===== src/rtl/iq_symbol_serializer.sv =====
// rtl/iq_symbol_serializer.sv - I/Q symbol to serial bitstream serialiser with hold/shift double buffer
// Build macro IQ_SER_GRAY_DECODE_EN: Gray-to-binary decode of each rail at capture.
module iq_symbol_serializer #(
    parameter int RAIL_W  = 2,
    parameter bit Q_FIRST = 1'b1
) (
    input  logic              clk,
    input  logic              reset,
    input  logic              bit_clk_en,
    input  logic              sym_valid,
    output logic              sym_ready,
    input  logic [RAIL_W-1:0] sym_I,
    input  logic [RAIL_W-1:0] sym_Q,
    output logic              ser_bit,
    output logic              ser_valid,
    output logic              ser_sym_start,
    output logic              underrun
);
    localparam int SYMBOL_W = 2 * RAIL_W;
    localparam int CNT_W = $clog2(SYMBOL_W);
    localparam logic [CNT_W-1:0] LAST_CNT = CNT_W'(SYMBOL_W - 1);

    typedef enum logic {IDLE = 1'b0, SHIFT = 1'b1} state_t;
    state_t state, state_next;

    logic [RAIL_W-1:0]   rail_i, rail_q;
    logic [SYMBOL_W-1:0] in_word, hold_word, shift_word;
    logic [CNT_W-1:0]    bit_cnt;
    logic                hold_full, underrun_pend;
    logic                accept, strobe, last_bit;
    logic                bypass, load_hold, load_shift, to_hold, starve;

`ifdef IQ_SER_GRAY_DECODE_EN
    // bin[k] = XOR of gray[RAIL_W-1:k], i.e. XOR of every right shift of the code
    function automatic logic [RAIL_W-1:0] gray2bin(input logic [RAIL_W-1:0] g);
        logic [RAIL_W-1:0] b;
        b = g;
        for (int s = 1; s < RAIL_W; s++) b = b ^ (g >> s);
        return b;
    endfunction
    assign rail_i = gray2bin(sym_I);
    assign rail_q = gray2bin(sym_Q);
`else
    assign rail_i = sym_I;
    assign rail_q = sym_Q;
`endif

    assign in_word   = Q_FIRST ? {rail_q, rail_i} : {rail_i, rail_q};
    assign sym_ready = ~hold_full;
    assign accept    = sym_valid & sym_ready;
    assign strobe    = (state == SHIFT) & bit_clk_en;
    assign last_bit  = strobe & (bit_cnt == LAST_CNT);

    always_ff @(posedge clk or negedge reset) begin
        if (!reset) state <= IDLE;
        else        state <= state_next;
    end

    always_comb begin
        state_next = state;
        case (state)
            IDLE:    if (load_shift) state_next = SHIFT;
            SHIFT:   if (starve) state_next = IDLE;
            default: state_next = IDLE;
        endcase
    end

    // Shift reg refills only when empty (IDLE) or draining its last bit this cycle
    always_comb begin
        load_hold  = hold_full & ((state == IDLE) | last_bit);
        bypass     = accept & ((state == IDLE) | last_bit);
        to_hold    = accept & ~bypass;
        load_shift = load_hold | bypass;
        starve     = last_bit & ~load_shift;
    end

    always_ff @(posedge clk or negedge reset) begin
        if (!reset) begin
            hold_word     <= '0;
            hold_full     <= 1'b0;
            shift_word    <= '0;
            bit_cnt       <= '0;
            ser_bit       <= 1'b0;
            ser_valid     <= 1'b0;
            ser_sym_start <= 1'b0;
            underrun_pend <= 1'b0;
            underrun      <= 1'b0;
        end else begin
            ser_valid     <= strobe;
            ser_sym_start <= strobe & (bit_cnt == '0);
            underrun_pend <= starve;
            underrun      <= underrun_pend;
            if (strobe) begin
                ser_bit <= shift_word[SYMBOL_W-1];
                bit_cnt <= last_bit ? '0 : bit_cnt + CNT_W'(1);
            end
            if (load_shift)  shift_word <= load_hold ? hold_word : in_word;
            else if (strobe) shift_word <= shift_word << 1;
            if (to_hold) begin
                hold_word <= in_word;
                hold_full <= 1'b1;
            end else if (load_hold) begin
                hold_full <= 1'b0;
            end
        end
    end
endmodule


===== config.mk =====
export PLATFORM = sky130hd
export DESIGN_NAME = iq_symbol_serializer
export DESIGN_NICKNAME = d
export VERILOG_FILES = /design/src/rtl/iq_symbol_serializer.sv
export SDC_FILE = /design/constraint.sdc
export NUM_CORES = 1
export LEC_CHECK = 0
export CAP_MARGIN = 0
export CORE_UTILIZATION = 50
export CTS_CLUSTER_DIAMETER = 100
export DETAILED_ROUTE_END_ITERATION = 8
export GPL_ROUTABILITY_DRIVEN = 0
export PLACE_DENSITY = 0.82
export SLEW_MARGIN = 20
export SYNTH_ARGS = -nofsm -noshare
export SYNTH_HDL_FRONTEND = slang
export SYNTH_SLANG_ARGS = --single-unit

===== constraint.sdc =====
create_clock -name clk -period 1.6 [get_ports clk]
set_input_delay 0.24 -clock clk [delete_from_list [all_inputs] [get_ports clk]]
set_output_delay 0.24 -clock clk [all_outputs]
set_load 0.01 [all_outputs]

=== Word level (Yosys, flattened, before mapping) ===
Index checks and enable logic that the tools add are counted.

* Mux-type cells: 9
* Bitwise operators: 14
* Add/sub/neg operators: 1
* Equality and inequality tests: 1
* Reductions and logical operators: 3

{| class="wikitable"
|+ Operators by type and width
! operator !! count
|-
| $mux W4 || 3
|-
| $and A1 B1 Y1 || 8
|-
| $mux W1 || 4
|-
| $not A1 Y1 || 4
|-
| $reduce_bool A2 Y1 || 2
|-
| $add A2 B1 Y2 const B || 1
|-
| $eq A2 B2 Y1 const B || 1
|-
| $logic_not A2 Y1 || 1
|-
| $mux W2 || 1
|-
| $or A1 B1 Y1 || 2
|-
| $pmux W1 S2 || 1
|}

* Output and inout port bits: 5
* Flip-flop bits (word level): 17
* Input port bits: 8

=== Longest topological paths before layout ===
* Word-level depth: 9
* Gate-level depth with buffers: 4
* Gate-level depth less buffers: 4

=== Least setup slack after synthesis ===
Ideal clock, no wire load.

* Kind: register to register
* From: register bit_cnt[0]
* To: register hold_word[0]
* Data required time: 1.475 ns
* Stages on the path, launching flop included: 5
* Buffers on the path: 0
* Arrival time: 1.291 ns
* Setup time: 0.125 ns
* Path slack: 0.184 ns
* Cell sequence: dfrtp_1 -> ha_1 -> a21boi_4 -> nand3_4 -> mux2_4

* Longest elaborated chain between the ends: 6

{| class="wikitable"
|+ Ends and longest elaborated chain
! element !! RTL line !! text
|-
| start: declaration || 28 || <nowiki>logic [CNT_W-1:0] bit_cnt;</nowiki>
|-
| start signal: assignment || 95 || <nowiki>bit_cnt <= last_bit ? '0 : bit_cnt + CNT_W'(1);</nowiki>
|-
| $eq A2 B2 Y1 || 52 || <nowiki>assign last_bit = strobe & (bit_cnt == LAST_CNT);</nowiki>
|-
| $and A1 B1 Y1 || 52 ||
|-
| $or A1 B1 Y1 || 71 || <nowiki>bypass = accept & ((state == IDLE) | last_bit);</nowiki>
|-
| $and A1 B1 Y1 || 71 ||
|-
| $not A1 Y1 || 72 || <nowiki>to_hold = accept & ~bypass;</nowiki>
|-
| $and A1 B1 Y1 || 72 ||
|-
| end signal: assignment || 100 || <nowiki>hold_word <= in_word;</nowiki>
|-
| end: declaration || 27 || <nowiki>logic [SYMBOL_W-1:0] in_word, hold_word, shift_word;</nowiki>
|}

No other way between the ends.
A chain may end at the register's enable or synchronous reset.

=== Final worst setup path ===
* From: register hold_full
* To: output port sym_ready

* Longest elaborated chain between the ends: 1

{| class="wikitable"
|+ Ends and longest elaborated chain
! element !! RTL line !! text
|-
| start: declaration || 29 || <nowiki>logic hold_full, underrun_pend;</nowiki>
|-
| start signal: assignment || 80 || <nowiki>hold_full <= 1'b0;</nowiki>
|-
| start signal: assignment || 101 || <nowiki>hold_full <= 1'b1;</nowiki>
|-
| start signal: assignment || 103 || <nowiki>hold_full <= 1'b0;</nowiki>
|-
| $not A1 Y1 || 49 || <nowiki>assign sym_ready = ~hold_full;</nowiki>
|-
| end: declaration || 11 || <nowiki>output logic sym_ready,</nowiki>
|}

No other way between the ends.

==> impl_results.md <==
* Clock sink count at 17
* Place WS at -70.2 ps
* Post-synth top cells: dfrtp_1 (17), nor3_1 (9)
* Clock Path Buffers at 2
* Worst EP arrival at 1310 ps
* Area of the core at roughly 1400 um^2
* Largest area contributor in the synthesized netlist: dfrtp_1
* Worst-case vdd ir drop at about 0.86 mV
* Max-cap violations at 0
* Vias in the first global route at 603
* RSZ-0062 raised after global routing: no
* Relative slew slack at roughly 82%
* Largest net degree at the start of global routing at 18
* Synth Area in Adders at 3.22%
* CTS root buf: clkbuf_4
* Min-Delay Path Class: in -> async
* Grt met3 use at about 4.3%
* Final antenna-violating net count at 0
* Rows at 13
* Post-CTS Resized at 0
* Period minus WS final at roughly 1500 ps
* Nets at 98
* Crit share post-route at approximately 97%
* Synth cell types at 22
* Finished Layout Cells at between 100 and 150
* Leakage at 0.000476 uW
* Max Freq at approximately 650 MHz
* Compound-Gate Fraction of Synth Area at a little under an eighth
* Reg clk slew, reported paths at 90 ps
* Area of the mapped netlist at around 780 um^2
* Area Growth Syn to Fin at 28.0%
* Starting Density at 57.0%
* Die width at between 40 and 50 um
* First-pass GRT wire length at 2680 um
* Mapped Cells at 64
* Top cell type's share of synthesized area at around 55%
* Number of H-tree levels at 1
* Final setup fails at 0
* DPL Wire Length at 1120 um
* Outcome: completed
* Mux cell area share after synthesis at a little under a tenth
* Placed Cells at 97
* Port Buffers at 12
* Slew Viols, Final at 0
* Starting DRC count in detailed routing at 5
* Async set-or-reset flop fraction in the synthesized netlist at 100%
* Final WS setup at about 52 ps
* Yosys warns at 0
* Main flop type after synthesis: dfrtp_1
* DRC viols at 0
* Die H at 41.5 um
* Crit Path Max Fanout at 3
* IO Count at 13
* Setup CP Type: reg -> out
* FF+latch count, synth at 17
* Die area at roughly 1700 um^2
* Post-synth EDFFs at 0
* Vias per cell at about 5.6
* Sequential area share after synthesis at between 50% and 60%
* Main combinational cell family by area after synthesis: simple AND/OR/NAND/NOR gates
* Count leader, synth: dfrtp_1
* Grt met1 use at a little over a quarter
* Wire length per cell at approximately 14 um
* CTS tree: done
* CP startpoint kind: flip-flop
* Antenna cell count at 0
* GRT Overall Usage at 20.9%
* PwrDens at 1440 nW/um^2
* Ranking of synthesized cells by area: dfrtp_1 (55%), mux2_4 (7.7%), nor3_1 (5.8%)
* Initial antenna violation count at 0
* Critical Path RT at around 1400 ps
* Num CTS Buffers at 3
* Xor/xnor share of the synthesized area at 0%
* Simple-gate share of the synthesized area at 19.3%
* Share of layout cells above drive strength 1 at between 20% and 30%
* Worst Tran Pin Value at 270 ps
* Total number of vias at approximately 570
* GRT met2 Usage at 33.1%
* Clk_skew at between 2 and 3 ps
* GRT busiest layer: met2
* Synthesized Nets at between 70 and 80
* WL final at around 1400 um
* Gr ovfl total at 0
* Syn avg cell area at 12.2 um^2
* Setup TNS Final at 0 ps
* Hold Vio Cnt, Final at 0
* Worst setup EP type: primary output
* Cell count of the worst reg-to-reg path at 4
* Clk Latency, worst-skew pair at between 200 and 300 ps
* First-pass iteration count of the detailed router at 5
[stage by stage]
| stage | instance area [um^2] | utilization (%) | total power, uW | hold slack, ps |
|---|---|---|---|---|
| global placement | 962 | 70.4 | 1190 | 335 |
| finish | 996 | 72.9 | 1440 | 267 |
| CTS | 988 | 72.3 | 1440 | 270 |
| global route | 996 | 72.9 | 1550 | 291 |
| floorplan | 778 | - | 998 | -55.6 |
| detailed placement | 962 | 70.4 | 1210 | 337 |
[worst paths after layout]
path	start	to	slack (ps)
min in group clk	underrun_pend	underrun	360
setup / recovery	hold_full	sym_ready	50
hold / removal	reset	shift_word[3]	270
max in group asynchronous	reset	hold_full	1150
setup reg to reg	bit_cnt[0]	shift_word[1]	150
hold reg to reg	underrun_pend	underrun	360
[logic make-up (layout without fill, tap and decap cells)]
| kind of cell | after synthesis | after routing |
|---|---|---|
| AND/OR/NAND/NOR | 25 | 25 |
| buffers and inverters | 5 | 28 |
| multiplexers | 5 | 5 |
| flip-flops | 17 | 17 |
| AO/OA/AOI/OAI | 10 | 10 |
| adder cells (fa/ha/maj) | 2 | 2 |
[layer usage]
layer	share of wire [%]	wire [um]
met5	0	0
met4	2.6	36
met1	45	633
met2	48	680
met3	4.2	59
[worst max-delay path, cell delays in order (launching register included)]
cell and delay [ps]:
dfrtp_1 410, inv_1 90, clkdlybuf4s50_1 530
[layout by cell type (no fill, tap or decap)]
master,n
nor3_1,9
nor2_1,2
a21boi_4,1
inv_2,1
a31oi_1,1
mux2_4,4
or3_1,1
o21ai_0,3
ha_1,2
and3_1,1
mux2_2,1
buf_4,7
a21bo_2,1
nand2b_1,1
and3_2,4
o32a_2,1
nand2_1,4
clkdlybuf4s50_1,12
or2_2,1
a221oi_1,3
dfrtp_1,17
and3b_2,1
nand3_4,1
clkbuf_4,3
clkbuf_1,1
inv_1,4
[what timing repair did]
item	in CTS	in global routing
setup endpoints to repair	0	1
setup buffers	0	1
hold buffers	0	0
[final cells by class]
class | count | area (um^2)
multi-input cells | 42 | 334
inverters | 5 | 18.8
well taps | 15 | 18.8
flip-flops and latches | 17 | 425
clock buffers | 4 | 26.3
fillers | 108 | 370
repair buffers | 19 | 173
[where the power goes]
part | leakage, uW | internal [uW] | switching, uW
registers | 0.000208 | 576 | 84.0
logic | 0.000252 | 325 | 232
clock network | 0.0000150 | 96.8 | 125
[state kept, by name, indices dropped and copies added (netlist names)]
register / count
hold_word: 4
shift_word: 4
bit_cnt: 2
hold_full: 1
ser_bit: 1
ser_sym_start: 1
ser_valid: 1
state: 1
underrun: 1
underrun_pend: 1
(Power assumes the default switching activity.)
